<file path="src/rtl/uart_pkg.sv">
`timescale 1ns/1ps
// uart_pkg: constants and FSM state type shared by the UART receiver and transmitter.
// latency: n/a (package only).
// backpressure: n/a (package only).
package uart_pkg;

  // Default bit period: 50 MHz core clock / 115200 baud.
  localparam int CLKS_PER_BIT_DEF = 434;

  // Data bits per 8N1 frame.
  localparam int FRAME_BITS = 8;

  typedef enum logic [2:0] {
    IDLE  = 3'd0,
    START = 3'd1,
    DATA  = 3'd2,
    STOP  = 3'd3,
    BREAK = 3'd4
  } uart_state_t;

endpackage

</file>
<file path="src/rtl/sync_2ff.sv">
`timescale 1ns/1ps
// sync_2ff: two-flop synchroniser for a single asynchronous input bit.
// latency: 2 clk cycles from d to q.
// backpressure: none; the output follows the input continuously.
//
// Ports:
//   clk   - destination clock
//   reset - asynchronous active-low reset; both flops load RESET_VAL
//   d     - asynchronous input
//   q     - synchronised output
module sync_2ff #(
  parameter logic RESET_VAL = 1'b0
) (
  input  logic clk,
  input  logic reset,
  input  logic d,
  output logic q
);

  logic meta;

  always_ff @(posedge clk or negedge reset) begin
    if (!reset) begin
      meta <= RESET_VAL;
      q    <= RESET_VAL;
    end else begin
      meta <= d;
      q    <= meta;
    end
  end

endmodule

</file>
<file path="src/rtl/uart_rx.sv">
`timescale 1ns/1ps
// uart_rx: 8N1 UART receiver, one byte per frame to the IO controller.
// latency: rx_done/rx_error high the cycle after edge E+2+H+9N (E = first flop sees start bit).
// backpressure: none; the consumer must absorb each byte before the next frame completes.
//
// Ports:
//   clk      - system clock, rising edge
//   reset    - asynchronous active-low reset
//   rx       - serial line, asynchronous, idles high
//   rx_data  - last correctly framed byte, held until the next good frame
//   rx_done  - one-cycle pulse when rx_data has just been updated
//   rx_error - one-cycle pulse when the stop bit was sampled low
//   rx_busy  - high while the receiver is outside IDLE
module uart_rx
  import uart_pkg::*;
#(
  parameter int CLKS_PER_BIT = CLKS_PER_BIT_DEF
) (
  input  logic                  clk,
  input  logic                  reset,
  input  logic                  rx,
  output logic [FRAME_BITS-1:0] rx_data,
  output logic                  rx_done,
  output logic                  rx_error,
  output logic                  rx_busy
);

  localparam int N  = CLKS_PER_BIT;
  localparam int H  = N / 2;
  localparam int CW = $clog2(N);

  localparam logic [CW-1:0] CNT_LAST = CW'(N - 1);
  localparam logic [CW-1:0] CNT_HALF = CW'(H - 1);
  localparam logic [2:0]    IDX_LAST = 3'(FRAME_BITS - 1);

  logic rx_s;

  // Line idles high, so the synchroniser resets to 1 to avoid a fake start bit.
  sync_2ff #(
    .RESET_VAL (1'b1)
  ) u_sync (
    .clk   (clk),
    .reset (reset),
    .d     (rx),
    .q     (rx_s)
  );

  uart_state_t           state,    state_nxt;
  logic [CW-1:0]         cnt,      cnt_nxt;
  logic [2:0]            idx,      idx_nxt;
  logic [FRAME_BITS-1:0] shreg,    shreg_nxt;
  logic [FRAME_BITS-1:0] data_nxt;
  logic                  done_nxt;
  logic                  err_nxt;

  always_ff @(posedge clk or negedge reset) begin
    if (!reset) begin
      state    <= IDLE;
      cnt      <= '0;
      idx      <= '0;
      shreg    <= '0;
      rx_data  <= '0;
      rx_done  <= 1'b0;
      rx_error <= 1'b0;
    end else begin
      state    <= state_nxt;
      cnt      <= cnt_nxt;
      idx      <= idx_nxt;
      shreg    <= shreg_nxt;
      rx_data  <= data_nxt;
      rx_done  <= done_nxt;
      rx_error <= err_nxt;
    end
  end

  always_comb begin
    state_nxt = state;
    cnt_nxt   = cnt;
    idx_nxt   = idx;
    shreg_nxt = shreg;
    data_nxt  = rx_data;
    done_nxt  = 1'b0;
    err_nxt   = 1'b0;

    case (state)
      IDLE: begin
        if (!rx_s) begin
          state_nxt = START;
          cnt_nxt   = '0;
        end
      end

      // Re-check the start bit at its midpoint; a high line here was a glitch.
      START: begin
        if (cnt == CNT_HALF) begin
          cnt_nxt = '0;
          if (!rx_s) begin
            state_nxt = DATA;
            idx_nxt   = '0;
          end else begin
            state_nxt = IDLE;
          end
        end else begin
          cnt_nxt = cnt + CW'(1);
        end
      end

      // Counting from the start-bit midpoint, every N cycles lands mid-bit.
      DATA: begin
        if (cnt == CNT_LAST) begin
          shreg_nxt[idx] = rx_s;
          cnt_nxt        = '0;
          if (idx == IDX_LAST) begin
            state_nxt = STOP;
          end else begin
            idx_nxt = idx + 3'd1;
          end
        end else begin
          cnt_nxt = cnt + CW'(1);
        end
      end

      // Returning to IDLE at the stop midpoint leaves half a bit to catch a
      // back-to-back start bit.
      STOP: begin
        if (cnt == CNT_LAST) begin
          cnt_nxt = '0;
          if (rx_s) begin
            data_nxt  = shreg;
            done_nxt  = 1'b1;
            state_nxt = IDLE;
          end else begin
            err_nxt   = 1'b1;
            state_nxt = BREAK;
          end
        end else begin
          cnt_nxt = cnt + CW'(1);
        end
      end

      // A line held low after a framing error must not look like a new start bit.
      BREAK: begin
        if (rx_s) begin
          state_nxt = IDLE;
        end
      end

      default: begin
        state_nxt = IDLE;
        cnt_nxt   = '0;
        idx_nxt   = '0;
      end
    endcase
  end

  assign rx_busy = (state != IDLE);

endmodule

</file>
<file path="config.mk">
export PLATFORM = sky130hd
export DESIGN_NAME = uart_rx
export DESIGN_NICKNAME = d
export VERILOG_FILES = /design/src/rtl/uart_pkg.sv /design/src/rtl/sync_2ff.sv /design/src/rtl/uart_rx.sv
export SDC_FILE = /design/constraint.sdc
export NUM_CORES = 1
export LEC_CHECK = 0
export ABC_AREA = 1
export BUFFER_PORTS_ARGS = -buffer_cell sky130_fd_sc_hd__buf_2
export CORE_MARGIN = 2
export CORE_UTILIZATION = 41
export DETAILED_ROUTE_END_ITERATION = 8
export PLACE_DENSITY = 0.55
export SLEW_MARGIN = 20
export SYNTH_ARGS = -nofsm -noshare
export SYNTH_HDL_FRONTEND = slang
export SYNTH_HIERARCHICAL = 1
export SYNTH_SLANG_ARGS = --single-unit
</file>
<file path="constraint.sdc">
create_clock -name clk -period 2.5 [get_ports clk]
set_input_delay 0.375 -clock clk [delete_from_list [all_inputs] [get_ports clk]]
set_output_delay 0.375 -clock clk [all_outputs]
set_load 0.01 [all_outputs]
</file>
==> metrics.yaml, run 1 <==
grt_pass1_wl_mm: 6.71
setup-tns-final_ns: 0
fin_skew_ns: 0.00206
avgViaCountPerCell: 4.71
crit_path_end: "cnt[5]"
antenna_found_initial: 0
syn-instance-count: 236
multi_input_area_um2: 856
route.detailed.drc: 0
relSlewSlack_pct: 46.3
crit_start: "cnt[1]"
synthTopCellsByArea: "dfrtp_1, nand2_1, inv_1, nand3_1, nor2_1"
numCtsBuffers: 5
ff_latch_area_um2: 878
antenna_cells: 0
critPathKind: "register to register"
mostFrequentLayoutCell: "nand2_1"
clk_pin_slew_ns: 0.07
power.density_nw_per_um2: 475
cp.arrival_ns: 1.78
layout-drive-gt1-share_pct: 16.5
fin_crit_sh_pct: 64.3
cts-resized-gates: 0
synth_cell_type_count: 24
routedWlPerCell_um: 11.7
p_leak_nw: 1.12
hold_path.class: "input pin to asynchronous set/reset pin"
yosysTopAreaCellShare_pct: 43.7
ys_seq_area_share_pct: 46.5
ioPinCount: 14
grtUsageMet2_pct: 23.6
hold_buffers: 0
fin_total_pwr_uw: 988
finalWirelength_mm: 3.58
setup_violations: 0
ant_nets: 0
use_met3_pct: 3.80
worstSetupStartpointType: "register"
synth_nets: 244
die_area_um2: 5170
yosysWarningCount: 6
reg2reg_setup_slack_ns: 0.89
dr.first_iter.drc_count: 90
rows: 24
n_fill_cell: 443
grt_pass1_vias: 1418
yosysTopAreaCell: "dfrtp_1"
cts_max_level: 2
synth-seq-cells: 35
area_growth_pct: 10.1
cp-end-kind: "register"
timing_hold_violations_final: 0
r2r_end: "cnt[5]"
fp.dieH_um: 71.9
dr.pass1.iters: 4
gr-max-usage-layer: "met1"
place_hpwl_mm: 2.54
worst_pin_slew_ns: 0.805
final_cell_mix: "nand2_1, dfrtp_1, inv_1, nor2_1, nand3_1"
insertion_delay_ns: 0.28
r2r_start: "cnt[1]"
nets: 261
start_util_pct: 43.1
use_met1_pct: 25.0
final.min_clock_period_ns: 1.61
cts_tree: "yes"
vias: 1441
place_area_um2: 2000
port-buffer-count: 13
grt_max_degree: 36
die_width_um: 71.9
rsz0062_at_grt: "false"
maxCapViolCount: 0
gp_congestion: 0.848
fp.coreArea_um2: 4380
final_cell_area_um2: 2080
grt_overflow: 0
clock_path_buffers: 2
root_buffer: "clkbuf_8"
critPathMaxFanout: 6
syn_area_um2: 1890
status: "complete, no violations"
grt.total_usage_pct: 16.7
avgSynthCellArea_um2: 8.01
cp.required_ns: 2.67
postCtsSetupBuffers: 0
slew_violations: 0
clock_sinks: 35
max_freq_mhz: 622
r2r_cells: 9
ir_worst_vdd_v: 0.000257
-- Yosys cell counts (all sizes together) --
master and number:
nand4 13, clkbuf 1, inv 35, nor2 29, dfrtp 33, nand3 23, xor2 1, o21ai 18
buf 2, ha 5, dfstp 2, nor3 3, nand2 71
-- sequential cells by signal (all words and copies together) (netlist names) --
signal,count
cnt,9
idx,3
rx_data,8
rx_done,1
rx_error,1
shreg,8
state,3
u_sync/meta,1
u_sync/q,1
-- report_power, final --
part / switching [mW] / internal, mW
Clock: 0.205 / 0.195
Combinational: 0.0142 / 0.00188
Sequential: 0.00376 / 0.569
Total: 0.223 / 0.766
-- layer usage --
layer  vias up  wire length (um)
li1        788                 -
met1       625              1970
met2        21              1440
met3         7               112
met4         0                59
met5         -                 0
-- area by class of cell --
cell class / count / share of cell area, %
clock inverters: 2 / 0.601
inverters: 35 / 6.31
repair buffers: 13 / 3.13
clock buffers: 6 / 3.49
well taps: 52 / 3.13
flip-flops and latches: 35 / 42.2
multi-input cells: 163 / 41.1
-- how the worst min path moves through the flow --
| stage | cells past startpoint | end | from | slack (ns) |
|---|---|---|---|---|
| 2_1_floorplan | 0 | cnt[0] | reset | 0.08 |
| 3_3_place_gp | 0 | u_sync/q | u_sync/meta | 0.35 |
| 3_5_place_dp | 0 | u_sync/q | u_sync/meta | 0.35 |
| 4_1_cts | 1 | u_sync/meta | rx | 0.17 |
| 5_1_grt | 1 | u_sync/meta | rx | 0.16 |
| 6_report | 1 | state[0] | reset | 0.18 |
-- worst max-delay path, cell delays in order, from the launching register on --
cell and delay [ns]:
dfrtp_1 0.40, inv_1 0.09, ha_1 0.15, nand2_1 0.06
nor2_2 0.15, nand2_4 0.13, nand2_1 0.15, nand2_2 0.14
nor2_4 0.16, nor2_1 0.07
-- per-stage QoR --
stage	std cells	hold WS [ns]	util [%]	setup WS, ns
floorplan	236	0.0794	-	1.08
global placement	298	0.347	45.5	0.890
detailed placement	298	0.349	45.5	0.889
CTS	306	0.172	47.5	0.869
global route	306	0.164	47.5	0.692
finish	306	0.176	47.5	0.894
-- cells by family (layout without fill, tap and decap cells) --
family                   after synthesis  count (layout)  share of synthesized area (%)
flip-flops                            35              35                           46.5
AND/OR/NAND/NOR                      139             139                           36.6
XOR/XNOR                               1               1                          0.464
adder cells (fa/ha/maj)                5               5                           3.31
AO/OA/AOI/OAI                         18              18                           4.97
buffers and inverters                 38              56                           8.21
No activity file was read; power rests on OpenSTA's default activity.
==> run 2, diff against run 1 <==
Clock period 2.5 ns to 1.63 ns, I/O delays scaled along.
==> metrics.yaml, run 2 (same netlist as run 1, synthesis figures left out) <==
status: "complete, no violations"
root_buffer: "clkbuf_8"
whs_path_depth: 1
r2r_end: "shreg[5]"
worst_pin_slew_ns: 0.400
slew_violations: 0
routedWlPerCell_um: 11.9
crit_family: "simple AND/OR/NAND/NOR gates"
dr.pass1.iters: 5
cp-end-kind: "register"
largest_register_ffs: 9
cp.required_ns: 1.82
instances_no_fill: 322
rows: 24
p_leak_nw: 1.21
grt_pass1_wl_mm: 6.81
reg_top3: "cnt x9, rx_data x8, shreg x8"
mostFrequentLayoutCell: "nand2_1"
r2r_cells: 10
grt.total_usage_pct: 17.3
fin_crit_sh_pct: 93.8
cp.arrival_ns: 1.72
final_cell_mix: "nand2_1, dfrtp_1, inv_1, nand3_1, nor2_1"
top_register: "cnt"
maxCapViolCount: 0
clock_path_buffers: 2
hold_path.class: "input pin to register"
r2r_start: "cnt[1]"
ir_worst_vdd_v: 0.000274
max_stage_delay_ns: 0.39
crit_chain: "inv_2 -> ha_1 -> nand2_1 -> nor2_4 -> nand2_4 -> nor2_8 -> buf_4 -> nand3_1 -> nand2_1 -> nand2_1"
fp.coreArea_um2: 4380
cp.buffers_inverters: 2
path_common_cell: "nand2_1"
grt_overflow: 0
ant_nets: 0
critPathMaxFanout: 8
dr.first_iter.drc_count: 105
grt_pass1_vias: 1459
die_area_um2: 5170
n_fill_cell: 428
critPathKind: "register to register"
clk_pin_slew_ns: 0.07
grt_max_degree: 21
port-buffer-count: 13
route.detailed.drc: 0
gp_congestion: 0.799
fin_skew_ns: 0.00221
antenna_found_initial: 0
vias: 1525
setup-tns-final_ns: 0
crit_start: "cnt[1]"
clock_sinks: 35
nets: 277
die_width_um: 71.9
timing_hold_violations_final: 0
cts_max_level: 2
area_growth_pct: 19.4
finalWirelength_mm: 3.83
setup_violations: 0
cts_tree: "yes"
max_freq_mhz: 654
final.min_clock_period_ns: 1.53
numCtsBuffers: 5
layout-drive-gt1-share_pct: 22.2
numPlacedInstances: 304
place_hpwl_mm: 2.70
reg2reg_setup_slack_ns: 0.10
worstSetupStartpointType: "register"
crit_path_end: "shreg[5]"
insertion_delay_ns: 0.30
cp_slowest_cell: "dfrtp_1"
fp.dieH_um: 71.9
critical_path_depth: 10
antenna_cells: 0
avgViaCountPerCell: 4.74
ioPinCount: 14
power.density_nw_per_um2: 685
relSlewSlack_pct: 73.4
start_util_pct: 43.1
## run 2: changes by cell type in the layout (fill, tap and decap cells not counted), sizes merged
cell / delta
buf: +15
dlygate4sd3: +1
## run 2: worst min-delay path by stage
| stage | slack [ns] | end | from |
|---|---|---|---|
| 2_1_floorplan | -0.05 | cnt[0] | reset |
| 3_3_place_gp | 0.19 | state[1] | reset |
| 3_5_place_dp | 0.20 | state[0] | reset |
| 4_1_cts | 0.04 | u_sync/meta | rx |
| 5_1_grt | 0.03 | u_sync/meta | rx |
| 6_report | 0.04 | u_sync/meta | rx |
## run 2: metal layers
layer / part of all wire (%) / global-route usage [%] / vias up
li1: - / - / 816
met3: 3.4 / 4.64 / 5
met1: 53 / 25.3 / 675
met5: 0 / 0 / -
met2: 42 / 24.5 / 29
met4: 1.6 / 6.29 / 0
## run 2: repair_timing
item / 4_1_cts / 5_1_grt
endpoints found under the hold margin: 13 / 0
setup endpoints to repair: 0 / 28
hold buffers: 1 / 0
buffers inserted: 0 / 9
resized for setup: 0 / 6
## run 2: layout make-up
class	count	area, um^2	share of cell area [%]
clock buffer	6	72.6	3.22
timing repair buffer	29	225	9.98
clock inverter	2	12.5	0.555
sequential	35	878	38.9
multi-input combinational	163	871	38.6
tap	52	65.1	2.88
inverter	35	131	5.82
## run 2: stage by stage
| stage | setup WS, ns | utilization [%] | hold slack (ns) | power, mW | area, um^2 |
|---|---|---|---|---|---|
| after CTS | 0.0382 | 49.0 | 0.0387 | 1.56 | 2150 |
| after detailed placement | 0.0459 | 46.8 | 0.203 | 0.930 | 2050 |
| after floorplan | 0.210 | - | -0.0511 | 0.899 | 1890 |
| final | 0.101 | 51.5 | 0.0394 | 1.55 | 2260 |
| after global placement | 0.0663 | 46.8 | 0.191 | 0.929 | 2050 |
| after global routing | -0.00484 | 51.5 | 0.0340 | 1.60 | 2260 |
## run 2: report_power, final
group	leakage [nW]	internal [mW]	switching, mW
clock network	0.0412	0.299	0.336
registers	0.467	0.872	0.00192
logic	0.700	0.0108	0.0267
total	1.21	1.18	0.364
